[config.mk]
export PLATFORM = sky130hd
export DESIGN_NAME = tick_arbiter
export DESIGN_NICKNAME = d
export VERILOG_FILES = /design/src/rtl/tick_arbiter.sv
export SDC_FILE = /design/constraint.sdc
export NUM_CORES = 1
export LEC_CHECK = 0
export CAP_MARGIN = 40
export CORE_ASPECT_RATIO = 1.1
export CORE_MARGIN = 2
export CORE_UTILIZATION = 45
export DETAILED_ROUTE_END_ITERATION = 8
export MAX_ROUTING_LAYER = met4
export PLACE_DENSITY_LB_ADDON = 0.08
export SYNTH_ARGS = -nofsm -noshare
export SYNTH_HDL_FRONTEND = slang
export SYNTH_SLANG_ARGS = --single-unit
[constraint.sdc]
create_clock -name clk -period 2.25 [get_ports clk]
set_clock_uncertainty 0.1 [all_clocks]
set_input_delay 0.45 -clock clk [delete_from_list [all_inputs] [get_ports clk]]
set_output_delay 0.45 -clock clk [all_outputs]
set_load 0.01 [all_outputs]
[src/rtl/tick_arbiter.sv]
// rtl/tick_arbiter.sv - round-robin owner of one shared clock-enable divider
// Optional square-wave output built only when TICK_ARBITER_SQWAVE_EN is defined.
module tick_arbiter #(
  parameter int NREQ  = 2,
  parameter int DIV_W = 8,
  parameter int LEN_W = 16
) (
  input  logic                   clk,
  input  logic                   rst,
  input  logic [NREQ-1:0]        req,
  input  logic [NREQ*DIV_W-1:0]  div_i,
  input  logic [NREQ*LEN_W-1:0]  len_i,
  output logic [NREQ-1:0]        gnt,
  output logic                   tick,
  output logic                   done,
  output logic                   busy,
  output logic                   sq_o
);

  localparam int IW = (NREQ > 1) ? $clog2(NREQ) : 1;

  typedef enum logic [1:0] {S_IDLE, S_LOAD, S_RUN, S_DONE} state_t;

  state_t           state_q, state_d;
  logic [IW-1:0]    last_q, last_d;
  logic [DIV_W-1:0] div_q, div_d;
  logic [DIV_W-1:0] cnt_q, cnt_d;
  logic [LEN_W-1:0] rem_q, rem_d;

  logic             found;
  logic [IW-1:0]    win;
  logic [IW-1:0]    cand;
  logic             active;
  logic             abort;
  logic             hit;

  // Search starts one past the previous winner so a re-requesting owner goes last.
  always_comb begin
    found = 1'b0;
    win   = last_q;
    cand  = last_q;
    for (int i = 1; i <= NREQ; i++) begin
      cand = IW'((int'(last_q) + i) % NREQ);
      if (!found && req[cand]) begin
        found = 1'b1;
        win   = cand;
      end
    end
  end

  assign active = (state_q == S_LOAD) || (state_q == S_RUN);
  assign abort  = active && !req[last_q];
  assign hit    = (cnt_q == div_q);

  assign tick = (state_q == S_RUN) && !abort && hit;
  assign done = (state_q == S_DONE);
  assign busy = (state_q != S_IDLE);
  assign gnt  = active ? (NREQ'(1) << last_q) : '0;

  always_comb begin
    state_d = state_q;
    last_d  = last_q;
    div_d   = div_q;
    rem_d   = rem_q;
    cnt_d   = cnt_q;
    case (state_q)
      S_IDLE: begin
        if (found) begin
          last_d  = win;
          div_d   = div_i[int'(win)*DIV_W +: DIV_W];
          rem_d   = len_i[int'(win)*LEN_W +: LEN_W];
          state_d = S_LOAD;
        end
      end
      S_LOAD: begin
        cnt_d = '0;
        if (abort)               state_d = S_IDLE;
        else if (rem_q == '0)    state_d = S_DONE;
        else                     state_d = S_RUN;
      end
      S_RUN: begin
        if (abort) begin
          state_d = S_IDLE;
        end else if (hit) begin
          cnt_d = '0;
          rem_d = rem_q - LEN_W'(1);
          if (rem_q == LEN_W'(1)) state_d = S_DONE;
        end else begin
          cnt_d = cnt_q + DIV_W'(1);
        end
      end
      S_DONE:  state_d = S_IDLE;
      default: state_d = S_IDLE;
    endcase
  end

  always_ff @(posedge clk) begin
    if (rst) begin
      state_q <= S_IDLE;
      last_q  <= IW'(NREQ - 1);
      div_q   <= '0;
      rem_q   <= '0;
      cnt_q   <= '0;
    end else begin
      state_q <= state_d;
      last_q  <= last_d;
      div_q   <= div_d;
      rem_q   <= rem_d;
      cnt_q   <= cnt_d;
    end
  end

`ifdef TICK_ARBITER_SQWAVE_EN
  logic sq_q, sq_d;

  // Only holds its phase while staying in RUN; any other next state parks it low.
  always_comb begin
    sq_d = 1'b0;
    if (state_d == S_RUN) sq_d = sq_q ^ tick;
  end

  always_ff @(posedge clk) begin
    if (rst) sq_q <= 1'b0;
    else     sq_q <= sq_d;
  end

  assign sq_o = sq_q;
`else
  assign sq_o = 1'b0;
`endif

endmodule

==> results, run 1 <==
- For this block, the routed nets add up to 6940 um of wire.
- After layout, the worst setup slack is -0.0186 ns.
- Setup violations remaining at the end of the flow were counted as 1.
- The flow ran to the end, but the final reports show violations.
- The peak supply drop is 540 uV.
- Dividing the detail-routed via count by the number of cells gives 5.93.
- In this run the vertical extent of the chip is 80.3 um.
- Counting flops with an async set or reset pin after synthesis yields a share of 0.
- The average cell area after synthesis is 8.33 um2.
- The data arrival at the endpoint of the critical path is 1.72 ns.
- After filler insertion, the fill cell instance count of the layout stands at 433.
- After the first detailed-routing iteration, the DRC count stood at 190.
- The clock drives 35 sinks.
- Yosys attributes the largest share of cell area to sky130_fd_sc_hd__dfxtp_1, sky130_fd_sc_hd__mux2i_1, sky130_fd_sc_hd__a211oi_1.
- The area share of the leading cell type in the synthesized netlist is 0.294.
- The design draws 3770 uW.
- The area of the core region is 5070 um2.
- Detailed placement ended at an HPWL of 5150 um.
- In the final layout, the share of cells above drive strength 1 is 0.240.
- TritonCTS built the clock tree.
- The cell area after synthesis is 2380 um2.
- Clock-pin slew was measured on the worst setup and hold paths at 0.08 ns.
- The first TritonRoute pass finished after 4 iterations.
- Timing would allow up to 0.441 GHz.
- The clock passes through at most 2 buffers.
- The total power density per cell area is 1060 nW/um2.
- The routed layout has 2623 vias.
- STA classifies the critical path endpoint as an output port.
- The checks that failed: setup timing.
- The share of the clock period used by the worst path is 1.01.
- The synthesized netlist contains 50 unique library cells.
- The count of state elements after synthesis is 35.
- The shortest clock period the worst path allows after layout is 2.27 ns.
- The tree is rooted in a sky130_fd_sc_hd__clkbuf_8.
- The site row count is 27.
- The total routing resource utilization after global routing is 0.248.
- The total inserted antenna cells is 0.
- The clock insertion delay at the later pin of the skew report is 0.29 ns.
- The number of nets with antenna violations after routing is 0.
- The total CTS buffers is 5.
- The number of design rule violations left after detail routing is 0.
- The pin count of the biggest net entering global routing is 37.
- The number of global-route vias before repair was 2503.
- The count of buffers added on input and output ports is 56.
- The sort of element at the start of the critical path is a register.
- OpenSTA, run right after detailed placement, puts the worst setup slack at -0.418 ns.
- The sequential fraction of the synthesis area is 0.294.
- In the synthesized netlist, the number of instances is 286.
- The top-level port count is 58.
- For this configuration, the core starts out at a cell density of 0.470.
- The number of H-tree levels is 2.
- After global routing the overflow that remains totals 0.
- The synthesized net count is 345.
- Setup repair after global routing could not meet its margin everywhere.
- The count of warnings emitted by yosys is 0.
- The count of final max-slew check failures is 0.
- For this run, the leading register cell type out of synthesis is sky130_fd_sc_hd__dfxtp_1.
- The number of synthesized flops with an enable pin is 0.
- After detailed routing, the average wire length per cell comes to 15.7 um.
- The hold-fix buffer count after cts is 0.
- The max-capacitance violation count is 0.
- The placer's final routability congestion estimate is 0.888.
- The first global-routing pass estimated 11200 um of wire.
- The initial antenna violation count is 0.
- The die is 73.4 um wide.
- Across all hold checks on the routed design, the worst slack comes to 0.394 ns.
- The count of cells in the finished layout, fillers not included, comes to 442.
- The net count reported at finish is 442.
- The data required time of the worst path is 1.70 ns.
- The maximum fanout encountered on the critical timing path is 2.
- The area growth from synthesis to layout is 49.9%.
- The cell count after placement is 433.
- For this design the static power due to leakage is 0.00149 uW.
- The total count of hold-check failures in the final report came to 0.
- The die covers 5890 um2.
- The library cell occupying the most area in the post-synthesis netlist is sky130_fd_sc_hd__dfxtp_1.
- The path class of the tightest hold or removal check is reg2reg.
- The type of the worst setup path is reg2out.
[final cells by class]
cell class	count	area (um2)	share of cell area
Clock inverter	3	15.0	0.00421
Timing Repair Buffer	108	992	0.278
Multi-Input combinational cell	224	1680	0.471
Tap cell	58	72.6	0.0203
Sequential cell	35	704	0.197
Inverter	9	33.8	0.00947
Clock buffer	5	68.8	0.0193
[state kept, by name, indices dropped and copies added (netlist names)]
register,count
last_q,1
cnt_q,8
rem_q,16
div_q,8
state_q,2
[worst paths after layout]
path	from	end	slack, ns	cells after the start
setup / recovery	cnt_q[6]	tick	-0.02	4
hold / removal	rem_q[15]	rem_q[15]	0.39	1
setup reg to reg	cnt_q[3]	rem_q[6]	0.04	6
hold reg to reg	rem_q[15]	rem_q[15]	0.39	1
[routing by layer]
layer,track usage,wire length (um),part of all wire,vias to the layer above
li1,-,-,-,1305
met1,0.265,2890,0.42,1222
met2,0.453,3580,0.52,77
met3,0.0326,263,0.038,19
met4,0.105,198,0.029,0
met5,-,0,0,-
[logic make-up (layout without fill, tap and decap cells)]
family / after synthesis / in the layout / synth area share
AOI/OAI and AO/OA: 96 / 96 / 0.292
and+or+nand+nor: 86 / 86 / 0.186
xor gates and xnor gates: 8 / 8 / 0.0294
muxes: 26 / 26 / 0.114
other: 1 / 1 / 0.00157
DFF: 35 / 35 / 0.294
buffers and inverters: 27 / 125 / 0.0457
adders and majority gates: 7 / 7 / 0.0368
[worst max-delay path, stage by stage, from the launching register on]
cell and delay, ns:
sky130_fd_sc_hd__dfxtp_2 0.33, sky130_fd_sc_hd__xor2_1 0.17, sky130_fd_sc_hd__or4_4 0.57, sky130_fd_sc_hd__nor3_4 0.21, sky130_fd_sc_hd__buf_2 0.16
[repair_timing]
action,4_1_cts,5_1_grt
setup buffers,1,0
pin swaps,2,5
gates resized for setup,11,20
setup endpoints to repair,7,17
[Yosys cell counts, types with 4 or more instances]
cell type,number
sky130_fd_sc_hd__mux2i_1,17
sky130_fd_sc_hd__mux2_2,9
sky130_fd_sc_hd__o21a_1,5
sky130_fd_sc_hd__nand3_1,5
sky130_fd_sc_hd__nand4_1,6
sky130_fd_sc_hd__nor3_1,11
sky130_fd_sc_hd__ha_1,7
sky130_fd_sc_hd__nand2_1,12
sky130_fd_sc_hd__o211a_1,4
sky130_fd_sc_hd__o21ai_0,13
sky130_fd_sc_hd__and3_1,4
sky130_fd_sc_hd__a21oi_1,18
sky130_fd_sc_hd__nor2_1,23
sky130_fd_sc_hd__a311oi_1,5
sky130_fd_sc_hd__xor2_1,8
sky130_fd_sc_hd__nor4_1,7
sky130_fd_sc_hd__or4_1,6
sky130_fd_sc_hd__dfxtp_1,35
sky130_fd_sc_hd__inv_1,8
sky130_fd_sc_hd__o211ai_1,7
sky130_fd_sc_hd__a211oi_1,16
sky130_fd_sc_hd__o31ai_1,7
sky130_fd_sc_hd__clkbuf_1,13
[per-stage QoR]
step | utilization | area [um2] | setup TNS, ns
after floorplan | - | 2380 | 0
after global placement | 0.662 | 3360 | -3.59
after detailed placement | 0.664 | 3360 | -3.03
after CTS | 0.686 | 3480 | -0.0204
after global routing | 0.704 | 3570 | -0.198
final | 0.704 | 3570 | -0.0186
[report_power, final]
| group | internal, uW | leakage [uW] | switching, uW |
|---|---|---|---|
| clock network | 212 | 0.0000477 | 234 |
| logic | 1160 | 0.00115 | 1210 |
| registers | 796 | 0.000290 | 147 |
| total | 2170 | 0.00149 | 1600 |
[cells in the final DEF (no fill, tap or decap), types with 6 or more instances in the layout]
cell	synthesis	routed
sky130_fd_sc_hd__buf_4	1	47
sky130_fd_sc_hd__o21ai_0	13	11
sky130_fd_sc_hd__mux2_2	9	9
sky130_fd_sc_hd__clkdlybuf4s50_1	0	53
sky130_fd_sc_hd__ha_1	7	6
sky130_fd_sc_hd__o211ai_1	7	7
sky130_fd_sc_hd__mux2i_1	17	17
sky130_fd_sc_hd__inv_1	8	8
sky130_fd_sc_hd__nor4_1	7	6
sky130_fd_sc_hd__nor2_1	23	23
sky130_fd_sc_hd__a211oi_1	16	15
sky130_fd_sc_hd__nand4_1	6	6
sky130_fd_sc_hd__dfxtp_1	35	32
sky130_fd_sc_hd__nand2_1	12	12
sky130_fd_sc_hd__xor2_1	8	8
sky130_fd_sc_hd__a21oi_1	18	18
sky130_fd_sc_hd__nor3_1	11	10
No activity file was read; power rests on OpenSTA's default activity.
==> run 2, diff against run 1 <==
--- a/config.mk
+++ b/config.mk
@@ -5,7 +5,7 @@
 export SDC_FILE = /design/constraint.sdc
 export NUM_CORES = 1
 export LEC_CHECK = 0
-export CAP_MARGIN = 40
+export CAP_MARGIN = 30
 export CORE_ASPECT_RATIO = 1.1
 export CORE_MARGIN = 2
 export CORE_UTILIZATION = 45
==> run 2 against run 1 <==
Effect of this change:
- the flow still finishes with violations (setup timing)
- maximum frequency is 0.79% lower
- power increased by 1.8%
- via count is 1.1% lower
- sequential power decreased by 0.8%
- clock-buffer cell count grew 1
- hold slack gained 0.00077 ns
- clock power increased by 34%
- sequential share of layout area is 0.24 points higher
- critical endpoint is now rem_q[14]
==> results, run 2 (synthesis gave the netlist of run 1 again) <==
- The power share of the combinational group is 0.600.
- Across all setup checks in the final design, the least slack found is -0.0366 ns.
- The net switching power of the design is 1560 uW.
- The worst min-delay path startpoint is rem_q[15].
- The number of design rule violations left after detail routing is 0.
- The count of final max-slew check failures is 0.
- Of the total power, the share spent switching nets is 0.407.
- The clock insertion delay at the later pin of the skew report is 0.29 ns.
- Detailed placement finished with a half-perimeter wire length of 5130 um.
- For this design the top-level I/O count stands at 58.
- For the worst setup path, the data required time is 2.31 ns.
- The final cell utilization of the core is 0.698.
- The first global-routing pass estimated 11500 um of wire.
- Dividing total power by cell area gives a power density of 1080 nW/um2.
- In the layout the commonest cells are sky130_fd_sc_hd__clkdlybuf4s50_1, sky130_fd_sc_hd__buf_4, sky130_fd_sc_hd__dfxtp_1.
- The achievable frequency is 0.437 GHz.
- In the final layout, the share of cells above drive strength 1 is 0.230.
- The worst flop-to-flop path endpoint is rem_q[14].
- The number of detailed-route iterations in the first pass is 4.
- The endpoint of the worst hold-timing path is rem_q[15].
- The H-tree was split into 2 levels.
- The total count of hold-check failures in the final report is 0.
- After clock tree synthesis, the clock-pin slew on the worst setup and hold paths is 0.08 ns.
- STA puts the critical path data arrival time at 2.35 ns.
- Compared with the post-synthesis result, the final layout area differs by 48.6%.
- The number of buffers between clock root and the deepest sink is 2.
- The initial antenna violation count is 0.
- The count of final setup violators is 2.
- The via total after detailed routing is 2594.
- The starting density of the core is 0.470.
- The most common library cell in the layout ignoring fill and taps is sky130_fd_sc_hd__clkdlybuf4s50_1.
- Measured along the x axis, the die boundary spans 73.4 um.
- The analysis attributes to cell leakage a power of 0.00148 uW.
- The register with the most flip-flops is rem_q.
- After detailed routing, the number of vias per cell comes to 5.88.
- The count of input and output buffers is 56.
- After the first detailed-routing iteration, the DRC count stood at 203.
- Setup repair after global routing could not meet its margin everywhere.
- The routed wire length is 6830 um.
- The type of the most critical hold path is reg2reg.
- The checks that failed: setup timing.
- The number of global-route vias before repair is 2580.
- The largest registers in the layout are rem_q x16, cnt_q x8, div_q x8.
- Of all nets on the critical path, the largest fanout is 7.
- Global routing finished with a remaining overflow of 0.
- The hold slack is 0.395 ns.
- In this run the standard cell core region covers 5070 um2.
- The net count reported at finish is 441.
- The sequential power share is 0.244.
- The number of cells traversed by the worst hold path is 1.
- On the critical path, the stage with the largest delay is an instance of sky130_fd_sc_hd__or4_4.
- The clock group share of total power is 0.156.
- The detail route stage leaves a number of antenna-violating nets equal to 0.
- The kind of end point of the critical path is a register.
- The tightest slew margin relative to the limit is 0.579.
- The height of the die is 80.3 um.
- The site row count is 27.
- The launch instance of the worst register-to-register path is div_q[4].
- The pin count of the biggest net entering global routing is 37.
- The total routing resource utilization after global routing is 0.255.
- Traced cell by cell, the critical path runs through xor2_1 > or4_4 > buf_6 > o31a_1 > o311ai_1 > o31ai_1.
- The wire length per cell after detailed routing is 15.5 um.
- The repair_antennas step left the layout with diodes totalling 0.
- The flow ran to the end, but the final reports show violations.
- For the finished layout, the period the worst path requires is 2.29 ns.
- The number of clock buffers added by TritonCTS is 5.
- The critical path buffer and inverter count is 1.
- The die covers 5890 um2.
- The number of cells on the worst reg-to-reg path is 6.
- The CTS tree is yes.
- The register-to-register setup slack is -0.04 ns.
- The root cell of the clock tree is sky130_fd_sc_hd__clkbuf_8.
- The register with the most flip-flops in the layout has 16 of them.
- The largest stage delay on the critical path is 0.57 ns.
- The number of clock sinks is 35.
- The peak supply drop is 545 uV.
- Dividing the final minimum period by the clock period gives 1.02.
- The worst-margin pin slew is 0.632 ns.
- The cell-internal power is 2270 uW.
- The worst setup path is of the reg2reg kind.
- Routability-driven placement finished with a final weighted congestion of 0.888.
- The tool flagged a number of max-cap violations equal to 0.
- Among cell families on the critical path, the largest total delay comes from compound AO/OA/AOI/OAI gates.
- The worst setup path is launched from a register.
==> run 2: power groups by stage <==
| stage | clock (uW) | combinational, uW | sequential, uW |
|---|---|---|---|
| after global placement | 0 | 2150 | 942 |
| after detailed placement | 0 | 2180 | 948 |
| final | 599 | 2300 | 935 |
| after CTS | 609 | 2240 | 933 |
| after floorplan | 0 | 1190 | 942 |
| after global routing | 631 | 2510 | 961 |
==> run 2: worst max path at each step <==
| stage | cells after the start | slack (ns) | startpoint | to |
|---|---|---|---|---|
| after floorplan | 6 | 0.10 | cnt_q[3] | rem_q[0] |
| after global placement | 5 | -0.41 | req[1] | tick |
| after detailed placement | 5 | -0.44 | req[1] | tick |
| after CTS | 4 | -0.01 | cnt_q[6] | tick |
| after global routing | 7 | -0.08 | cnt_q[4] | rem_q[2] |
| final | 6 | -0.04 | div_q[4] | rem_q[14] |
==> run 2: final cells by class <==
class                           count  area, um2
Sequential cell                    35        707
Tap cell                           58       72.6
Timing Repair Buffer              107        985
Inverter                            9       33.8
Fill cell                         425       1530
Clock buffer                        6       82.6
Multi-Input combinational cell    224       1620
Clock inverter                      2       35.0
==> run 2: layer usage <==
layer | global-route usage | share of wire | up-vias
met5 | - | 0 | -
met4 | 0.0964 | 0.012 | 0
met3 | 0.0439 | 0.051 | 9
met2 | 0.468 | 0.53 | 80
met1 | 0.269 | 0.40 | 1207
li1 | - | - | 1298
==> run 2: what timing repair did <==
action | in CTS | in global routing
hold buffers | 0 | 0
endpoints found under the setup margin | 8 | 24
pin swaps | 2 | 6
gates resized for setup | 11 | 12
buffers inserted | 1 | 0
cloned | 0 | 0
==> run 2: through the flow <==
stage                     setup slack (ns)  cells  setup TNS (ns)  total power, uW  area (um2)
after floorplan                      0.104    286               0             2130        2380
after global placement              -0.412    432           -3.59             3100        3360
after detailed placement            -0.436    432           -4.27             3120        3360
after CTS                          -0.0122    441         -0.0122             3780        3500
after global routing               -0.0818    441          -0.512             4100        3540
final                              -0.0366    441         -0.0458             3830        3540
==> run 3, diff against run 2 <==
--- a/config.mk
+++ b/config.mk
@@ -8,7 +8,7 @@
 export CAP_MARGIN = 30
 export CORE_ASPECT_RATIO = 1.1
 export CORE_MARGIN = 2
-export CORE_UTILIZATION = 45
+export CORE_UTILIZATION = 50
 export DETAILED_ROUTE_END_ITERATION = 8
 export MAX_ROUTING_LAYER = met4
 export PLACE_DENSITY_LB_ADDON = 0.08
==> constraint.sdc (replaced) <==
create_clock -name clk -period 2.7 [get_ports clk]
set_clock_uncertainty 0.1 [all_clocks]
set_input_delay 0.54 -clock clk [delete_from_list [all_inputs] [get_ports clk]]
set_output_delay 0.54 -clock clk [all_outputs]
set_load 0.01 [all_outputs]
==> run 3 against run 2 <==
Effect of this change:
- the flow now finishes without violations
- global-route usage increased by 0.73 points
- cell count decreased by 6.8%
- power down 29%
- register-to-register slack improved by 0.24 ns
- hold slack got worse by 0.0047 ns
- setup slack better by 0.16 ns
- combinational power down 34%
- non-clock buffer count shrank 27
- sequential cell count did not move
==> results, run 3 (synthesis gave the netlist of run 1 again) <==
- The flow ran to the end, and the final reports show no timing, DRC or antenna violations.
- The number of global-route vias before repair is 2365.
- The floorplan step defined a core boundary enclosing 4620 um2.
- The register-to-register setup slack is 0.20 ns.
- Dividing the detail-routed via count by the number of cells gives 6.14.
- The leakage power total is 0.00129 uW.
- The endpoint of the worst hold-timing path is rem_q[11].
- The register with the most flip-flops in the layout has 16 of them.
- The first-pass GRT wire length is 11100 um.
- The total CTS buffers is 5.
- The type of the most critical hold path is reg2reg.
- The height of the die is 76.4 um.
- Setup violations remaining at the end of the flow were counted as 0.
- The data arrival at the endpoint of the critical path is 1.94 ns.
- STA classifies the critical path startpoint as a register.
- The overall overflow remaining after global route is 0.
- The most common library cell in the layout ignoring fill and taps is sky130_fd_sc_hd__clkdlybuf4s50_1.
- The critical path is of the reg2out type.
- The number of fillers in the final layout is 409.
- The initial utilization of the core area, before any placement, comes to 0.515.
- The total count of hold-check failures in the final report came to 0.
- The number of setup buffers added after CTS is 0.
- Based on the critical path, the design can be clocked at up to 0.388 GHz.
- The worst hold path was traced through 2 stages.
- The largest registers in the layout are rem_q x16, cnt_q x8, div_q x8.
- The total routing resource utilization after global routing is 0.262.
- The register with the most flip-flops is rem_q.
- The count of input and output buffers is 56.
- Of the cells placed in the final design, the portion with a size suffix greater than 1 is 0.132.
- The cell count after placement is 404.
- After routing the design area is 3210 um2.
- The floorplan has 26 rows.
- The DRC marker count from the first detailed-route iteration is 174.
- The root cell of the clock tree is sky130_fd_sc_hd__clkbuf_8.
- The chip width is 69.8 um.
- The post-cts resize count is 2.
- The completed layout was analyzed and its total power is 2720 uW.
- The worst flop-to-flop path endpoint is rem_q[6].
- The repair_antennas step left the layout with diodes totalling 0.
- The shortest clock period the worst path allows after layout is 2.58 ns.
- The worst-margin pin slew is 0.832 ns.
- The max-capacitance violation count is 0.
- The via total after detailed routing is 2525.
- For this run, the detailed router's first-pass iteration total came to 4.
- TritonCTS built the clock tree.
- For the worst flop-to-flop path, the logic depth is 6.
- The clock insertion delay at the later pin of the skew report is 0.29 ns.
- The share of the clock period used by the worst path is 0.955.
- Headroom to the max-slew limit came out at 0.446.
- The count of final max-slew check failures is 0.
- The number of hold buffers added after CTS was 0.
- The number of nets with antenna violations after routing is 0.
- The worst setup path is captured at an output port.
- The final total negative setup slack is 0 ns.
- Data on the critical path is required at its endpoint by 2.06 ns.
- Pin placement for this block handled 58 I/O pins.
- The launch instance of the worst register-to-register path is cnt_q[3].
- After detailed routing, the average wire length per cell comes to 16.0 um.
- Once layout is complete, the cells apart from fillers number 411.
- The net count of the finished layout is 414.
- The area growth from synthesis to layout is 34.9%.
- The peak supply drop is 418 uV.
- The maximum fanout encountered on the critical timing path is 5.
- After detailed placement, the total cell area comes to 3120 um2.
- The routed design has 6590 um of wire.
- The CTS clock-pin slew for the worst setup and hold paths is 0.08 ns.
- The number of design rule violations left after detail routing is 0.
- For this design the ratio of total power to cell area is 847 nW/um2.
- Leaving out fill and tap cells, the most frequent cells in the layout are sky130_fd_sc_hd__clkdlybuf4s50_1, sky130_fd_sc_hd__dfxtp_1, sky130_fd_sc_hd__buf_4.
- The longest clock path from root to sink contains 2 buffers.
- Entering global routing, the biggest net connects 19 pins.
- The initial antenna violation count is 0.
- The overall die area is 5330 um2.
- Routability-driven placement finished with a final weighted congestion of 0.921.
- The number of clock sinks is 35.
- The worst min-delay path startpoint is rem_q[11].
- Setup repair after global routing left no endpoint under its margin.
- The final cell utilization of the core is 0.695.
- The HPWL after detailed placement is 4960 um.
- The number of H-tree levels is 2.
## run 3: changes by cell type in the layout (fill, tap and decap cells not counted), sizes merged
cell	delta
dlymetal6s2s	-1
bufinv	-1
clkdlybuf4s50	+2
buf	-28
## run 3: worst max path at each step
| stage | start | cells after the start | to | slack [ns] |
|---|---|---|---|---|
| floorplan | cnt_q[5] | 5 | tick | 0.54 |
| global placement | req[1] | 5 | tick | -0.15 |
| detailed placement | req[0] | 5 | tick | -0.18 |
| CTS | cnt_q[6] | 4 | tick | 0.11 |
| global route | cnt_q[6] | 4 | tick | 0.05 |
| finish | cnt_q[6] | 4 | tick | 0.12 |
## run 3: area by class of cell
class / instances / area [um2] / area share
clock buffers: 6 / 82.6 / 0.0257
clock inverters: 1 / 5.00 / 0.00156
inverters: 9 / 33.8 / 0.0105
multi-input cells: 224 / 1580 / 0.492
flip-flops and latches: 35 / 701 / 0.218
well taps: 56 / 70.1 / 0.0218
repair buffers: 80 / 739 / 0.230
## run 3: metal layers
metal | wire length [um] | up-vias | global-route usage
met5 | 0 | - | -
met4 | 85 | 0 | 0.0788
li1 | - | 1238 | -
met3 | 364 | 10 | 0.0450
met2 | 3490 | 83 | 0.458
met1 | 2650 | 1194 | 0.306
## run 3: metrics by stage
| stage | hold slack (ns) | worst slack (ns) |
|---|---|---|
| detailed placement | 0.377 | -0.177 |
| global placement | 0.372 | -0.153 |
| global route | 0.432 | 0.0475 |
| finish | 0.390 | 0.123 |
| floorplan | 0.354 | 0.542 |
| CTS | 0.389 | 0.110 |
## run 3: critical path, stage by stage, from the launching register on
cell                            delay [ns]
sky130_fd_sc_hd__dfxtp_1              0.37
sky130_fd_sc_hd__xor2_1               0.19
sky130_fd_sc_hd__or4_1                0.57
sky130_fd_sc_hd__nor3_2               0.22
sky130_fd_sc_hd__dlygate4sd2_1        0.29
## run 3: report_power, final
| part | internal (uW) | switching, uW | leakage (uW) |
|---|---|---|---|
| sequential | 663 | 162 | 0.000288 |
| clock | 200 | 188 | 0.0000470 |
| combinational | 659 | 848 | 0.000952 |
| total | 1520 | 1200 | 0.00129 |
